**src/rtl/fwd_hazard_scoreboard_if.sv**
```systemverilog
// Consumer/bypass bundle between the ID/EX latch and the forwarding/hazard
// unit. The master side presents the instruction entering EX. The slave side
// (fwd_hazard_scoreboard) returns operand selects, the stall request,
// store-data forwarding and the performance counters.
interface fwd_hazard_scoreboard_if #(
  parameter int REGW  = 5,
  parameter int NSRC  = 2,
  parameter int DEPTH = 3,
  parameter int SELW  = $clog2(DEPTH + 1)
);
  logic                   pipe_en;
  logic                   cons_valid;
  logic [NSRC*REGW-1:0]   cons_rs;
  logic                   cons_wen;
  logic [REGW-1:0]        cons_rd;
  logic [SELW-1:0]        cons_rdy_at;
  logic                   cons_store;
  logic [REGW-1:0]        cons_st_rt;
  logic                   flush;
  logic [NSRC*SELW-1:0]   fwd_sel;
  logic                   stall;
  logic                   st_fwd;
  logic [31:0]            stall_count;
  logic [31:0]            fwd_count;

  modport master (
    output pipe_en, cons_valid, cons_rs, cons_wen, cons_rd, cons_rdy_at,
           cons_store, cons_st_rt, flush,
    input  fwd_sel, stall, st_fwd, stall_count, fwd_count
  );

  modport slave (
    input  pipe_en, cons_valid, cons_rs, cons_wen, cons_rd, cons_rdy_at,
           cons_store, cons_st_rt, flush,
    output fwd_sel, stall, st_fwd, stall_count, fwd_count
  );
endinterface

```
**src/rtl/fwd_hazard_scoreboard.sv**
```systemverilog
// Forwarding and load-use hazard unit for the pipelined MIPS core.
// The unit keeps a shift-register scoreboard of in-flight destinations over
// DEPTH post-EX stages. Entry 1 is MEM and entry DEPTH is the oldest stage.
// For each consumer operand it picks the youngest matching producer. It
// stalls the front end while that producer's result is not yet forwardable.
// It also flags store-data forwarding from entry 2 into a store in entry 1.
// Optional build macro: FWD_PERF_EN adds the stall and forward performance
// counters. Without it, both counter outputs are tied to zero.
module fwd_hazard_scoreboard #(
  parameter int REGW  = 5,
  parameter int NSRC  = 2,
  parameter int DEPTH = 3,
  parameter int SELW  = $clog2(DEPTH + 1)
) (
  input  logic                  CLK,
  input  logic                  nRST,
  fwd_hazard_scoreboard_if.slave bus
);

  typedef struct packed {
    logic            valid;
    logic            wen;
    logic [REGW-1:0] rd;
    logic [SELW-1:0] rdy_at;   // stored already normalised: 0 becomes 1
    logic            store;
    logic [REGW-1:0] st_rt;
  } entry_t;

  entry_t                ent_r [1:DEPTH];
  entry_t                ent_in_s;
  logic [NSRC*SELW-1:0]  fwd_sel_s;
  logic [NSRC-1:0]       hazard_s;
  logic [NSRC-1:0]       found_s;
  logic                  stall_s;
  logic                  st_fwd_s;
  logic                  enter_s;

  // An entry produces register r when it is live, writes, and targets r.
  // Register 0 is hardwired to zero, so it never matches.
  function automatic logic entry_match(input entry_t e, input logic [REGW-1:0] r);
    return e.valid && e.wen && (e.rd == r) && (r != {REGW{1'b0}});
  endfunction

  // Youngest-producer search per operand. The first hit decides both the
  // select and the hazard, so an older ready copy never hides a younger
  // one that is not ready.
  always_comb begin
    fwd_sel_s = {(NSRC*SELW){1'b0}};
    hazard_s  = {NSRC{1'b0}};
    found_s   = {NSRC{1'b0}};
    for (int s = 0; s < NSRC; s++) begin
      for (int k = 1; k <= DEPTH; k++) begin
        if (!found_s[s] && entry_match(ent_r[k], bus.cons_rs[s*REGW +: REGW])) begin
          found_s[s]                 = 1'b1;
          fwd_sel_s[s*SELW +: SELW]  = SELW'(k);
          hazard_s[s]                = (int'(ent_r[k].rdy_at) > k);
        end else begin
          found_s[s] = found_s[s];
        end
      end
    end
  end

  // A stall is requested only for a live, unflushed consumer.
  always_comb begin
    if (bus.cons_valid && !bus.flush) begin
      stall_s = |hazard_s;
    end else begin
      stall_s = 1'b0;
    end
  end

  // A consumer enters entry 1 only when it is live, not flushed, and not
  // stalled. Otherwise a bubble is inserted.
  always_comb begin
    enter_s  = bus.cons_valid && !stall_s && !bus.flush;
    ent_in_s = '0;
    if (enter_s) begin
      ent_in_s.valid  = 1'b1;
      ent_in_s.wen    = bus.cons_wen;
      ent_in_s.rd     = bus.cons_rd;
      ent_in_s.rdy_at = (bus.cons_rdy_at == {SELW{1'b0}}) ? SELW'(1) : bus.cons_rdy_at;
      ent_in_s.store  = bus.cons_store;
      ent_in_s.st_rt  = bus.cons_st_rt;
    end else begin
      ent_in_s = '0;
    end
  end

  generate
    if (DEPTH >= 2) begin : g_st_fwd
      // A store in entry 1 takes its data from the result produced in entry 2.
      always_comb begin
        if (ent_r[1].valid && ent_r[1].store) begin
          st_fwd_s = entry_match(ent_r[2], ent_r[1].st_rt);
        end else begin
          st_fwd_s = 1'b0;
        end
      end
    end else begin : g_no_st_fwd
      assign st_fwd_s = 1'b0;
    end
  endgenerate

  // Scoreboard shift. The whole pipe freezes while pipe_en is low.
  always_ff @(posedge CLK or negedge nRST) begin
    if (!nRST) begin
      for (int k = 1; k <= DEPTH; k++) begin
        ent_r[k] <= '0;
      end
    end else if (bus.pipe_en) begin
      ent_r[1] <= ent_in_s;
      for (int k = 2; k <= DEPTH; k++) begin
        ent_r[k] <= ent_r[k-1];
      end
    end
  end

  assign bus.fwd_sel = fwd_sel_s;
  assign bus.stall   = stall_s;
  assign bus.st_fwd  = st_fwd_s;

`ifdef FWD_PERF_EN
  logic [31:0] stall_count_r;
  logic [31:0] fwd_count_r;
  logic [31:0] fwd_n_s;

  // Number of operands that take a bypass this cycle.
  always_comb begin
    fwd_n_s = 32'd0;
    for (int s = 0; s < NSRC; s++) begin
      if (fwd_sel_s[s*SELW +: SELW] != {SELW{1'b0}}) begin
        fwd_n_s = fwd_n_s + 32'd1;
      end else begin
        fwd_n_s = fwd_n_s;
      end
    end
  end

  // Performance counters. Both counters wrap modulo 2^32.
  always_ff @(posedge CLK or negedge nRST) begin
    if (!nRST) begin
      stall_count_r <= 32'd0;
      fwd_count_r   <= 32'd0;
    end else begin
      if (stall_s && bus.pipe_en) begin
        stall_count_r <= stall_count_r + 32'd1;
      end
      if (bus.cons_valid && !stall_s && bus.pipe_en) begin
        fwd_count_r <= fwd_count_r + fwd_n_s;
      end
    end
  end

  assign bus.stall_count = stall_count_r;
  assign bus.fwd_count   = fwd_count_r;
`else
  assign bus.stall_count = 32'd0;
  assign bus.fwd_count   = 32'd0;
`endif

endmodule

```
**src/flat_wrapper.sv**
```systemverilog
// flat-port wrapper written by rule: the top's interface ports become plain ports
module fwd_hazard_scoreboard_flat 
#(
  parameter int REGW  = 5,
  parameter int NSRC  = 2,
  parameter int DEPTH = 3,
  parameter int SELW  = $clog2(DEPTH + 1)
)
  (CLK, nRST, bus_pipe_en, bus_cons_valid, bus_cons_rs, bus_cons_wen, bus_cons_rd, bus_cons_rdy_at, bus_cons_store, bus_cons_st_rt, bus_flush, bus_fwd_sel, bus_stall, bus_st_fwd, bus_stall_count, bus_fwd_count);
  fwd_hazard_scoreboard_if #(.REGW(REGW), .NSRC(NSRC), .DEPTH(DEPTH), .SELW(SELW)) bus_i ();
  input  logic CLK;
  input  logic nRST;
  input wire logic [$bits(bus_i.pipe_en)-1:0] bus_pipe_en;
  input wire logic [$bits(bus_i.cons_valid)-1:0] bus_cons_valid;
  input wire logic [$bits(bus_i.cons_rs)-1:0] bus_cons_rs;
  input wire logic [$bits(bus_i.cons_wen)-1:0] bus_cons_wen;
  input wire logic [$bits(bus_i.cons_rd)-1:0] bus_cons_rd;
  input wire logic [$bits(bus_i.cons_rdy_at)-1:0] bus_cons_rdy_at;
  input wire logic [$bits(bus_i.cons_store)-1:0] bus_cons_store;
  input wire logic [$bits(bus_i.cons_st_rt)-1:0] bus_cons_st_rt;
  input wire logic [$bits(bus_i.flush)-1:0] bus_flush;
  output wire logic [$bits(bus_i.fwd_sel)-1:0] bus_fwd_sel;
  output wire logic [$bits(bus_i.stall)-1:0] bus_stall;
  output wire logic [$bits(bus_i.st_fwd)-1:0] bus_st_fwd;
  output wire logic [$bits(bus_i.stall_count)-1:0] bus_stall_count;
  output wire logic [$bits(bus_i.fwd_count)-1:0] bus_fwd_count;
  assign bus_i.pipe_en = bus_pipe_en;
  assign bus_i.cons_valid = bus_cons_valid;
  assign bus_i.cons_rs = bus_cons_rs;
  assign bus_i.cons_wen = bus_cons_wen;
  assign bus_i.cons_rd = bus_cons_rd;
  assign bus_i.cons_rdy_at = bus_cons_rdy_at;
  assign bus_i.cons_store = bus_cons_store;
  assign bus_i.cons_st_rt = bus_cons_st_rt;
  assign bus_i.flush = bus_flush;
  assign bus_fwd_sel = bus_i.fwd_sel;
  assign bus_stall = bus_i.stall;
  assign bus_st_fwd = bus_i.st_fwd;
  assign bus_stall_count = bus_i.stall_count;
  assign bus_fwd_count = bus_i.fwd_count;
  fwd_hazard_scoreboard #(.REGW(REGW), .NSRC(NSRC), .DEPTH(DEPTH), .SELW(SELW)) u_core (.CLK(CLK), .nRST(nRST), .bus(bus_i));
endmodule
```
**config.mk**
```make
export PLATFORM = sky130hd
export DESIGN_NAME = fwd_hazard_scoreboard_flat
export DESIGN_NICKNAME = d
export VERILOG_FILES = /design/src/rtl/fwd_hazard_scoreboard_if.sv /design/src/rtl/fwd_hazard_scoreboard.sv /design/src/flat_wrapper.sv
export SDC_FILE = /design/constraint.sdc
export NUM_CORES = 1
export LEC_CHECK = 0
export CAP_MARGIN = 20
export CORE_MARGIN = 2
export CORE_UTILIZATION = 43
export DETAILED_ROUTE_END_ITERATION = 10
export PLACE_DENSITY = 0.81
export SYNTH_ARGS = -nofsm -noshare
export SYNTH_HDL_FRONTEND = slang
export SYNTH_SLANG_ARGS = --single-unit
```
**constraint.sdc**
```tcl
create_clock -name CLK -period 2.6 [get_ports CLK]
set_clock_uncertainty 0.1 [all_clocks]
set_input_delay 0.39 -clock CLK [delete_from_list [all_inputs] [get_ports CLK]]
set_output_delay 0.39 -clock CLK [all_outputs]
set_load 0.01 [all_outputs]
```
==> metrics.csv <==
metric,value,unit
post_dp_cell_area,0.00273,mm²
drcViolationCount,0,
hp-start,u_core.ent_r[35],
path_class,reg2out,
ctsHoldBuffers,0,
yosys_warnings,0,
seq_area_frac_synth,33.3,%
fmax,386,MHz
nets,328,
setup_slack,0.00997,ns
powerDensity,419,mW/mm²
r2r_slack,0.35,ns
cp_data_arrival_time,2.10,ns
gp_congestion,0.862,
hpwl,3500,µm
largestRegisters,u_core.ent_r x31,
root_buffer,clkbuf_8,
die_area,0.00602,mm²
worstHoldEndpoint,u_core.ent_r[35],
cts_num_sinks,31,
fin_crit,2.59,ns
combPwrFrac,24.7,%
multi_input_area,0.00127,mm²
start_util,45.0,%
holdCritPathClass,reg2reg,
wirelength,4610,µm
most-common-layout-cells,"64 x conb_1, 30 x buf_4, 30 x dfrtp_1, 23 x xnor2_1, 19 x clkdlybuf4s50_1",
largest_register_ffs,31,
ys_ff_latch,31,
vias,1663,
min_path_cells,1,
core,0.00517,mm²
grt_start_max_net_pins,32,
switching_share,29.9,%
yosys.cell_types.count,36,
drive_gt1_share,30.2,%
clkPwrFrac,28.8,%
grt-ovfl-total,0,
syn_avg_cell_area,10.2,µm²
drt_iter0_drc,38,
mostFrequentLayoutCell,conb_1,
cts_tree,yes,
clockBufferDepth,2,
maxCapViolCount,0,
via_per_inst,4.52,
gr-usage-all-layers,15.5,%
worstSetupStartpointType,flip-flop,
fin_crit_sh,99.6,%
p_leak,0.00140,µW
clk_latency,0.29,ns
worstPathRequired,2.11,ns
io_pins,99,
htree_levels,2,
top_register,u_core.ent_r,
status,completed,
relSlewSlack,61.1,%
nFillCells,431,
preCtsSetupSlack,-0.699,ns
vdd.ir_drop.worst,0.362,mV
finalSetupTns,0,ns
drt_first_pass_iters,4,
worst_pin_slew,0.583,ns
finalSetupViolCount,0,
seqPwrFrac,46.5,%
wl_per_cell,12.5,µm
power_switching,360,µW
io_buffers,34,
die_x,77.6,µm
drv_slew,0,
clkTransAtPathRegs,0.06,ns
finalNonFillerCells,368,
worstSetupEndpointType,output port,
antenna_found_initial,0,
n_antenna_cell,0,
stdcell_area,0.00287,mm²
grt_pass1_vias,1630,
dieHeight,77.6,µm
antenna_left,0,
dp_cells,359,
cts_made_buffers,5,
r2r_start,u_core.ent_r[42],
ff_latch_area,777,µm²
reg2reg_depth,8,
netlist_area,0.00233,mm²
hold_viol_final,0,
syn_inst,228,
grt_pass1_wl,7310,µm
rows,26,
area_growth,23.3,%
worstPathMaxFanout,3,
r2r_end,u_core.ent_r[38],
internal_power,842,µW
cell families (layout without fill, tap and decap cells):
kind of cell	after synthesis	in the layout	synth area share, %
buffers and inverters	86	93	25.7
other	1	64	0.161
AO/OA/AOI/OAI	22	22	11.6
flip-flops	31	31	33.3
XOR/XNOR	32	32	12.0
multiplexers	15	15	7.25
AND/OR/NAND/NOR	41	41	9.89
worst max-delay path: stages (launching register included):
cell and delay (ns):
dfrtp_1 0.41, xnor2_1 0.24, nand4_1 0.13, or4_4 0.47
a22oi_4 0.20, nor2_1 0.07, o21ba_1 0.16, buf_2 0.13
Yosys cell counts:
| cell | n | area [µm²] |
|---|---|---|
| o221ai_4 | 1 | 26.3 |
| conb_1 | 1 | 3.75 |
| bufinv_8 | 1 | 17.5 |
| o2bb2ai_2 | 8 | 120 |
| o221ai_1 | 1 | 8.76 |
| nand3_1 | 3 | 15.0 |
| o2bb2ai_1 | 5 | 43.8 |
| o21ai_0 | 1 | 5.00 |
| a21oi_1 | 1 | 5.00 |
| buf_4 | 64 | 480 |
| nor3_1 | 1 | 5.00 |
| nor2_2 | 1 | 6.26 |
| a22oi_4 | 1 | 21.3 |
| o22ai_2 | 1 | 12.5 |
| o21ai_2 | 1 | 8.76 |
| or4_4 | 2 | 22.5 |
| a221oi_1 | 1 | 8.76 |
| inv_1 | 17 | 63.8 |
| nand2_1 | 12 | 45.0 |
| mux2_2 | 9 | 101 |
| and2_1 | 1 | 6.26 |
| clkbuf_1 | 2 | 7.51 |
| dfrtp_1 | 31 | 776 |
| nor4_2 | 1 | 12.5 |
| buf_12 | 1 | 20.0 |
| or4_1 | 2 | 15.0 |
| dlygate4sd3_1 | 1 | 10.0 |
| nor4_1 | 5 | 31.3 |
| mux2_1 | 6 | 67.6 |
| nand2b_1 | 1 | 6.26 |
| and2_4 | 1 | 8.76 |
| xnor2_1 | 26 | 228 |
| nor2_1 | 5 | 18.8 |
| nand4_1 | 6 | 37.5 |
| o21ba_1 | 1 | 10.0 |
| xor2_1 | 6 | 52.6 |
stage by stage:
step	util (%)	power, µW	hold slack, ns
global route	55.5	1260	0.415
finish	55.5	1200	0.395
detailed placement	52.7	847	0.379
CTS	55.6	1190	0.398
global placement	52.7	838	0.373
floorplan	-	796	-0.00559
area by class of cell:
type	instances	share of cell area [%]
Multi-Input combinational cell	174	44.4
Sequential cell	31	27.1
Timing Repair Buffer	69	20.1
Tap cell	70	3.05
Inverter	18	2.83
Clock buffer	6	2.53
power by group through the flow:
stage                     sequential (µW)  combinational [µW]  clock [µW]
final                                 559                 297         346
after global routing                  563                 326         369
after CTS                             557                 289         348
after detailed placement              565                 282           0
after global placement                563                 275           0
after floorplan                       558                 238           0
how the worst max path moves through the flow:
stage / from / end
floorplan: bus_cons_rs[1] / bus_fwd_sel[0]
detailed placement: bus_cons_rs[2] / bus_fwd_sel[1]
global route: u_core.ent_r[38] / bus_stall
CTS: bus_cons_rs[8] / bus_fwd_sel[2]
finish: u_core.ent_r[42] / bus_stall
global placement: bus_cons_rs[2] / bus_fwd_sel[1]
per-layer routing:
layer / up-vias / routed length, µm / GRT usage, %
li1: 780 / - / -
met1: 774 / 1770 / 17.3
met2: 94 / 2330 / 27.0
met3: 15 / 317 / 3.26
met4: 0 / 190 / 9.11
met5: - / 0 / 0
what timing repair did:
action                                  CTS  global route
resized for setup                        51            15
pin swaps                                14            12
endpoints found under the setup margin    5             6
buffers inserted                          2             1
Note: power is estimated with default switching activity, not from simulation.
==> RTL edit: new RTL, same settings <==
Add a define of `FWD_PERF_EN`.
--- a/src/rtl/fwd_hazard_scoreboard.sv
+++ b/src/rtl/fwd_hazard_scoreboard.sv
@@ -7,4 +7,6 @@
 // Optional build macro: FWD_PERF_EN adds the stall and forward performance
 // counters. Without it, both counter outputs are tied to zero.
+`define FWD_PERF_EN
+
 module fwd_hazard_scoreboard #(
   parameter int REGW  = 5,
Function: changed (a bounded check fails within 4 cycles, from zero or initial values and one cycle with nRST low).
==> RTL edit against the unedited design <==
The run now ends with negative setup slack left; global-route usage grew 6.9 points; sequential power grew to 2.8 times the old value; wire length grew to 2.9 times the old value; die area grew 98%; worst hold slack lost 0.025 ns; highest routed layer unchanged; area after synthesis grew 100%; power grew 140%; register-to-register slack lost 0.85 ns; non-clock buffer count grew 114; worst setup slack lost 0.51 ns; maximum frequency shrank 16%; sequential cell count grew 64; design area grew 150%.
==> RTL edit: results (changes against the unedited design) <==
- The share of cell area taken by muxes after synthesis was 4.02% (was 7.25%).
- The worst path setup slack after routing was -0.496 ns (was 0.00997 ns).
- The pin count of the biggest net entering global routing is 67 (was 32).
- The total power after layout was 2.86 mW (was 1.20 mW).
- The routed length on met3 was 740 um (was 317 um).
- The initial detailed-routing violation count came to 265 (was 38).
- The worst hold margin is 0.370 ns (was 0.395 ns).
- The category of the worst setup path capture point is a register (was primary output).
- The number of clock sinks is 95 (was 31).
- The weighted congestion reported at the end of routability-driven placement is 0.873 (was 0.862).
- The count of fill cells added during filler insertion was 797 (was 431).
- The global routing usage on met2 is 37.8% (was 27.0%).
- Area contributors post-synth: dfrtp_1, xnor2_1, xor2_1, mux2_2, nand4_1 (was dfrtp_1, buf_4, xnor2_1, o2bb2ai_2, mux2_2).
- The deepest level of the CTS H-tree is 3 (was 2).
- List of most frequent post-synthesis cells: dfrtp_1, xnor2_1, xor2_1, nand2_1, nand3_1 (was buf_4, dfrtp_1, xnor2_1, inv_1, nand2_1).
- The clock input transition at the sequential cells of the worst setup and hold paths is 0.09 ns (was 0.06 ns).
- Result of the run: finished, violations left (was finished, final reports clean).
- The number of non-clock inverters in the layout is 12 (was 18).
- The pre-CTS setup slack is -1.14 ns (was -0.699 ns).
- The distinct cell type count of the synthesized netlist is 52 (was 36).
- The number of buffers added by the clock tree synthesis step is 9 (was 5).
- The synthesized instance count is 423 (was 228).
- The number of clock buffers in the layout is 13 (was 6).
- The leakage dissipation is 3.23 nW (was 1.40 nW).
- The wire length of the first global-routing pass is 20400 um (was 7310 um).
- The sequential share of cell area was 33.2% (was 27.1%).
- The number of I/O port buffers is 98 (was 34).
- The post-detailed-route wirelength per cell was 17.7 um (was 12.5 um).
- The routed metal-1 wire length came to 5670 um (was 1770 um).
- The routing usage on met1 is 28.4% (was 17.3%).
- The endpoint with the worst hold slack was u_core.bus.fwd_count[31] (was u_core.ent_r[35]).
- The total of endpoints with negative setup slack in the final report came to 57 (was 0).
- The sequential element share of the synthesized area is 50.0% (was 33.3%).
- The checks that failed: negative setup slack.
- The total cell area at the placement stage is 0.00648 mm^2 (was 0.00273 mm^2).
- The share of layout cells above drive strength 1 is 32.2% (was 30.2%).
[RTL edit: cell types whose count changed in the layout (fill, tap and decap cells not counted), moves of 11 or more]
| cell | before | now |
|---|---|---|
| conb_1 | 64 | 0 |
| clkdlybuf4s50_1 | 19 | 82 |
| dfrtp_1 | 30 | 91 |
| buf_4 | 30 | 66 |
| xor2_1 | 6 | 32 |
| xnor2_1 | 23 | 48 |
| and3_1 | 0 | 16 |
| nand2_1 | 12 | 28 |
| nand3_1 | 3 | 19 |
| nand4_1 | 6 | 21 |
| a22o_1 | 0 | 13 |
| nor3_2 | 0 | 11 |
[RTL edit: repair_timing]
item / 4_1_cts / 5_1_grt
hold buffers: 1 / 0
hold endpoints to repair: 29 / 0
setup endpoints to repair: 80 / 50
buffers inserted: 10 / 16
resized for setup: 78 / 48
pin swaps: 38 / 42
cloned: 1 / 0
